$ cat src/rtl/link_pkg.sv
// link_pkg: shared types and sizing for the chunked 4-phase datagram link (rx and future tx).
package link_pkg;
    localparam int MSG_W_DEF   = 96;
    localparam int CHUNK_W_DEF = 6;

    typedef enum logic [1:0] {WAIT_LOW, IDLE, CAPTURE, ACK} link_rx_state_t;

    function automatic int nchunk(input int msg_w, input int chunk_w);
        return (msg_w + chunk_w - 1) / chunk_w;
    endfunction
endpackage

$ cat src/rtl/bit_synchronizer.sv
// bit_synchronizer: multi-flop synchroniser for a single asynchronous level.
module bit_synchronizer #(
    parameter int   STAGES  = 2,
    parameter logic RST_VAL = 1'b0
) (
    input  logic clk,
    input  logic rst,
    input  logic i_d,
    output logic o_q
);
    logic [STAGES-1:0] r_sync;

    always_ff @(posedge clk)
        r_sync <= rst ? {STAGES{RST_VAL}} : {r_sync[STAGES-2:0], i_d};

    assign o_q = r_sync[STAGES-1];
endmodule

$ cat src/rtl/datagram_link_rx.sv
// datagram_link_rx: 4-phase chunk receiver, reassembles a datagram and commits it
// from a shadow register immediately or on frame_sync so the consumer never sees a torn frame.
module datagram_link_rx
    import link_pkg::*;
#(
    parameter int MSG_W           = MSG_W_DEF,
    parameter int CHUNK_W         = CHUNK_W_DEF,
    parameter int SYNC_STAGES     = 2,
    parameter bit COMMIT_ON_FRAME = 1'b1
) (
    input  logic               clk,
    input  logic               rst,
    input  logic               i_link_req,
    input  logic               i_link_sof,
    input  logic [CHUNK_W-1:0] i_link_data,
    output logic               o_link_ack,
    input  logic               i_frame_sync,
    output logic [MSG_W-1:0]   o_datagram,
    output logic               o_datagram_valid,
    output logic               o_update_pulse,
    output logic [7:0]         o_err_count,
    output logic [7:0]         o_ovr_count
);
    localparam int NCHUNK = nchunk(MSG_W, CHUNK_W);
    localparam int IW     = NCHUNK > 1 ? $clog2(NCHUNK) : 1;
    localparam int AW     = NCHUNK * CHUNK_W;
    localparam logic [IW-1:0] LAST = IW'(NCHUNK - 1);

    logic w_req_s;

    // Resetting the synchroniser high makes a req held across reset look asserted,
    // so WAIT_LOW only leaves once the sender has genuinely dropped it.
    bit_synchronizer #(.STAGES(SYNC_STAGES), .RST_VAL(1'b1)) u_req_sync (
        .clk (clk),
        .rst (rst),
        .i_d (i_link_req),
        .o_q (w_req_s)
    );

    link_rx_state_t   r_state;
    logic             r_ack;
    logic [IW-1:0]    r_idx;
    logic [AW-1:0]    r_asm;
    logic [MSG_W-1:0] r_shadow;
    logic [MSG_W-1:0] r_datagram;
    logic             r_pending;
    logic             r_valid;
    logic             r_update;
    logic [7:0]       r_err;
    logic [7:0]       r_ovr;

    logic          w_cap;
    logic [IW-1:0] w_pos;
    logic [AW-1:0] w_asm;
    logic          w_accept;
    logic          w_bad;
    logic          w_done;
    logic          w_commit;

    // sof always restarts at chunk 0 with a clean word, whatever index we were at.
    always_comb begin
        w_cap    = r_state == CAPTURE;
        w_pos    = i_link_sof ? '0 : r_idx;
        w_asm    = i_link_sof ? '0 : r_asm;
        w_asm[w_pos*CHUNK_W +: CHUNK_W] = i_link_data;
        w_accept = w_cap && (i_link_sof || r_idx != '0);
        w_bad    = w_cap && (i_link_sof ? r_idx != '0 : r_idx == '0);
        w_done   = w_accept && w_pos == LAST;
        w_commit = r_pending && (!COMMIT_ON_FRAME || i_frame_sync);
    end

    always_ff @(posedge clk) begin
        if (rst) begin
            r_state    <= WAIT_LOW;
            r_ack      <= 1'b0;
            r_idx      <= '0;
            r_asm      <= '0;
            r_shadow   <= '0;
            r_datagram <= '0;
            r_pending  <= 1'b0;
            r_valid    <= 1'b0;
            r_update   <= 1'b0;
            r_err      <= '0;
            r_ovr      <= '0;
        end else begin
            r_update <= w_commit;
            if (w_commit) begin
                r_datagram <= r_shadow;
                r_valid    <= 1'b1;
            end
            // A commit in the completion cycle takes the old shadow; the new word stays pending.
            if (w_done) begin
                r_shadow  <= w_asm[MSG_W-1:0];
                r_pending <= 1'b1;
            end else if (w_commit) begin
                r_pending <= 1'b0;
            end
            if (w_done && r_pending && !w_commit && r_ovr != 8'hFF)
                r_ovr <= r_ovr + 8'd1;
            if (w_bad && r_err != 8'hFF)
                r_err <= r_err + 8'd1;
            if (w_accept) begin
                r_asm <= w_asm;
                r_idx <= w_done ? '0 : w_pos + IW'(1);
            end
            case (r_state)
                WAIT_LOW: if (!w_req_s) r_state <= IDLE;
                IDLE:     if (w_req_s) r_state <= CAPTURE;
                CAPTURE: begin
                    r_state <= ACK;
                    r_ack   <= 1'b1;
                end
                ACK: if (!w_req_s) begin
                    r_state <= IDLE;
                    r_ack   <= 1'b0;
                end
                default: r_state <= WAIT_LOW;
            endcase
        end
    end

    assign o_link_ack       = r_ack;
    assign o_datagram       = r_datagram;
    assign o_datagram_valid = r_valid;
    assign o_update_pulse   = r_update;
    assign o_err_count      = r_err;
    assign o_ovr_count      = r_ovr;
endmodule

$ cat config.mk
export PLATFORM = sky130hd
export DESIGN_NAME = datagram_link_rx
export DESIGN_NICKNAME = d
export VERILOG_FILES = /design/src/rtl/link_pkg.sv /design/src/rtl/bit_synchronizer.sv /design/src/rtl/datagram_link_rx.sv
export SDC_FILE = /design/constraint.sdc
export NUM_CORES = 1
export LEC_CHECK = 0
export ABC_AREA = 1
export CAP_MARGIN = 15
export CELL_PAD_IN_SITES_DETAIL_PLACEMENT = 0
export CELL_PAD_IN_SITES_GLOBAL_PLACEMENT = 1
export CORE_MARGIN = 3
export CORE_UTILIZATION = 41
export DETAILED_ROUTE_END_ITERATION = 10
export PLACE_DENSITY = 0.78
export SYNTH_ARGS = -nofsm -noshare
export SYNTH_HDL_FRONTEND = slang
export SYNTH_SLANG_ARGS = --single-unit
$ cat constraint.sdc
create_clock -name clk -period 5.9 [get_ports clk]
set_clock_uncertainty 0.1 [all_clocks]
set_input_delay 1.18 -clock clk [delete_from_list [all_inputs] [get_ports clk]]
set_output_delay 1.18 -clock clk [all_outputs]
set_load 0.02 [all_outputs]
==> metrics.md <==
| Metric | Value |
|---|---|
| Outcome | `completed` |
| Min Tclk post-route | `about 4.7 ns` |
| Crit. End Element | `register` |
| Crit path arrival time | `roughly 5 ns` |
| PortBufs | `125` |
| Worst reg2reg endpoint | `r_asm[39]` |
| Syn. warnings | `0` |
| CTS H-tree depth | `2` |
| Postcts setup bufs | `0` |
| FP Rows | `a little under 70` |
| Antenna violations before repair | `0` |
| RSZ-0062 raised after global routing | `no` |
| I/O pins | `about 130` |
| Required @ worst endpoint | `a little over 6 ns` |
| EDFF count, synth | `0` |
| Top_reg_cell synth | `dfxtp_1` |
| # fillers | `3719` |
| CP Launch Point | `i_link_sof` |
| Initial DRC Count | `1180` |
| Period utilisation layout | `0.790` |
| Final net count | `2408` |
| Hold Path Class | `reg2reg` |
| Post_cts resized | `0` |
| Worst vdd ir | `0.000152 V` |
| Synth area leader | `dfxtp_1` |
| CTS tree | `done` |
| Cell count after synthesis | `2319` |
| Total core area | `35800 sq um` |
| DP HPWL | `31.7 mm` |
| Chip Width | `197 microns` |
| FF-to-FF Start | `r_idx[1]` |
| Worst reg-to-reg setup slack | `1.87 ns` |
| Top-count cell post-synth | `nor2_1` |
| Cts bufs inserted | `37` |
| Max Slew Vio Count | `0` |
| Relative slew margins | `0.336` |
| Die height | `197 microns` |
| Die area | `39000 sq um` |
| CTS hold repair buffers | `0` |
| # diodes | `0` |
| Least-Margin Pin Slew | `between 0.9 and 1 ns` |
| Worst setup SP type | `input pin` |
| Reg clk slew, reported paths | `0.06 ns` |
| Highest clock rate | `roughly 210 MHz` |
| Post-DRT Antenna Nets | `0` |
| Drt wl/cell | `approximately 16 microns` |
| Async set-reset flop share out of synthesis | `0` |
| Net Count, Synth | `2347` |
| Max-cap viol count | `0` |
| Post-Syn Area | `15000 sq um` |
| Synth top area share | `0.421` |
| Register area share after synthesis | `0.421` |
| Pwr dens | `286 nW/um^2` |
| Initial Utilization | `0.419` |
| Synth unique cells | `34` |
| Ranking of synthesized cells by area | `dfxtp_1 42%, nor2_1 14%, nand3_1 8.2%` |
| Layout cell share with drive strength beyond 1 | `0.0529` |
| Synth Area per Inst | `6.48 sq um` |
| GRT Util Overall | `0.232` |
| DR vias/cell | `5.09` |
| Commonest cells in the netlist | `570 x nor2_1, 319 x nand2_1, 316 x dfxtp_1, 312 x inv_1, 247 x nand3_1` |
| Clock sink count | `316` |
| Hold Slack | `~0.32 ns` |
| Vias in the first global route | `13100` |
| CTS max path bufs | `3` |
| Overflow after GRT | `0` |
| Final Hold Viols | `0` |
| Max FO, Critical Path | `19` |
| Latest clock arrival within the worst-skew pair | `between 0.5 and 0.6 ns` |
| Final setup viols | `0` |
| Lkg Pwr | `7.81 nW` |
| Flops & latches, synth | `roughly 320` |
| Area Growth Syn to Fin | `17.8%` |
| First-pass GRT wire length | `72.6 mm` |
| Path depth of the worst reg2reg path | `20` |
| Total negative slack | `0 ns` |
| CTS root buffer | `clkbuf_16` |
| Final wirelength | `46.0 mm` |
| Critical path type | `in2reg` |
| Global placement routability congestion | `0.908` |
| DR pass1 iterations | `6` |
| Vias post-DR | `14600` |
| Drc violations | `0` |
| Worst setup path end | `r_asm[39]` |
| Pin count of the biggest net entering global routing | `165` |
[routing by layer]
metal | vias to the layer above | share of wire | GRT usage
met1 | 6687 | 0.50 | 0.352
met2 | 411 | 0.41 | 0.344
met4 | 0 | 0.024 | 0.0626
met5 | - | 0 | 0
met3 | 62 | 0.059 | 0.0310
li1 | 7416 | - | -
[placed cells by master, fill, tap and decap left out, drive strengths merged]
cell	Yosys	layout
bufinv	0	1
clkbuf	90	52
o21a	2	2
nor2	578	578
nor3	6	6
clkinv	1	6
ha	16	16
nand4	58	58
dfxtp	316	316
buf	43	32
fa	1	1
o21ai	204	204
nand2	329	329
clkdlybuf4s50	0	123
or2	3	3
nor3b	3	3
o211ai	2	2
clkinvlp	0	1
nand3	248	248
nor4	3	3
o22ai	8	8
a21oi	84	84
inv	324	325
[state kept, by name, indices dropped and copies added (netlist names)]
| name | cells |
|---|---|
| o_datagram | 96 |
| r_asm | 96 |
| r_shadow | 96 |
| o_err_count | 8 |
| o_ovr_count | 8 |
| r_idx | 4 |
| r_state | 2 |
| u_req_sync.r_sync | 2 |
| o_datagram_valid | 1 |
| o_link_ack | 1 |
| o_update_pulse | 1 |
| r_pending | 1 |
[metrics by stage]
| step | cell area [sq um] | instances | setup slack [ns] | util | total power [mW] |
|---|---|---|---|---|---|
| after floorplan | 15000 | 2319 | 1.29 | - | 2.78 |
| after detailed placement | 16600 | 2802 | 0.685 | 0.462 | 2.95 |
| after global placement | 16600 | 2802 | 0.764 | 0.462 | 2.93 |
| final | 17700 | 2862 | 1.24 | 0.494 | 5.07 |
| after CTS | 17700 | 2862 | 1.22 | 0.494 | 5.13 |
| after global routing | 17700 | 2862 | 0.738 | 0.494 | 5.31 |
[kinds of logic (layout without fill, tap and decap cells)]
group / Yosys count / after routing / synth area share
compound gates: 300 / 300 / 0.103
fa+ha+maj: 17 / 17 / 0.0147
flops: 316 / 316 / 0.421
buf+inv: 458 / 540 / 0.118
simple gates: 1228 / 1228 / 0.344
[where the power goes]
| part | switching (mW) | total (mW) | internal, mW |
|---|---|---|---|
| logic | 0.438 | 0.636 | 0.197 |
| clock network | 0.872 | 2.17 | 1.29 |
| registers | 0.0391 | 2.27 | 2.23 |
| total | 1.35 | 5.07 | 3.72 |
[worst max-delay path, stage by stage]
cell     delay, ns
buf_2         0.12
inv_2         0.23
nand2_1       0.11
inv_1         0.18
ha_1          0.28
inv_1         0.08
fa_1          0.55
inv_1         0.07
nor2_1        0.08
nand2_1       0.08
nor2_2        0.17
nand2_1       0.09
inv_1         0.06
ha_1          0.34
nand2_2       0.15
nor2_4        0.44
buf_4         0.25
nand2_1       0.10
nand3_1       0.08
o21ai_0       0.09
o21ai_0       0.17
inv_1         0.05
[layout make-up]
class / count / area (sq um) / area share
Multi-Input combinational cell: 1545 / 6940 / 0.392
Sequential cell: 316 / 6330 / 0.357
Timing Repair Buffer: 155 / 1500 / 0.0846
Inverter: 325 / 1220 / 0.0691
Clock buffer: 52 / 1060 / 0.0601
Tap cell: 461 / 577 / 0.0326
Clock inverter: 8 / 78.8 / 0.00445
[worst min path at each step]
stage | endpoint | slack (ns) | start | depth (start not counted)
finish | u_req_sync.r_sync[1] | 0.32 | u_req_sync.r_sync[0] | 1
global route | u_req_sync.r_sync[1] | 0.34 | u_req_sync.r_sync[0] | 1
CTS | u_req_sync.r_sync[1] | 0.32 | u_req_sync.r_sync[0] | 1
detailed placement | u_req_sync.r_sync[1] | 0.30 | u_req_sync.r_sync[0] | 1
global placement | u_req_sync.r_sync[1] | 0.29 | u_req_sync.r_sync[0] | 1
floorplan | u_req_sync.r_sync[1] | 0.29 | u_req_sync.r_sync[0] | 1
No activity file was read; power rests on OpenSTA's default activity.
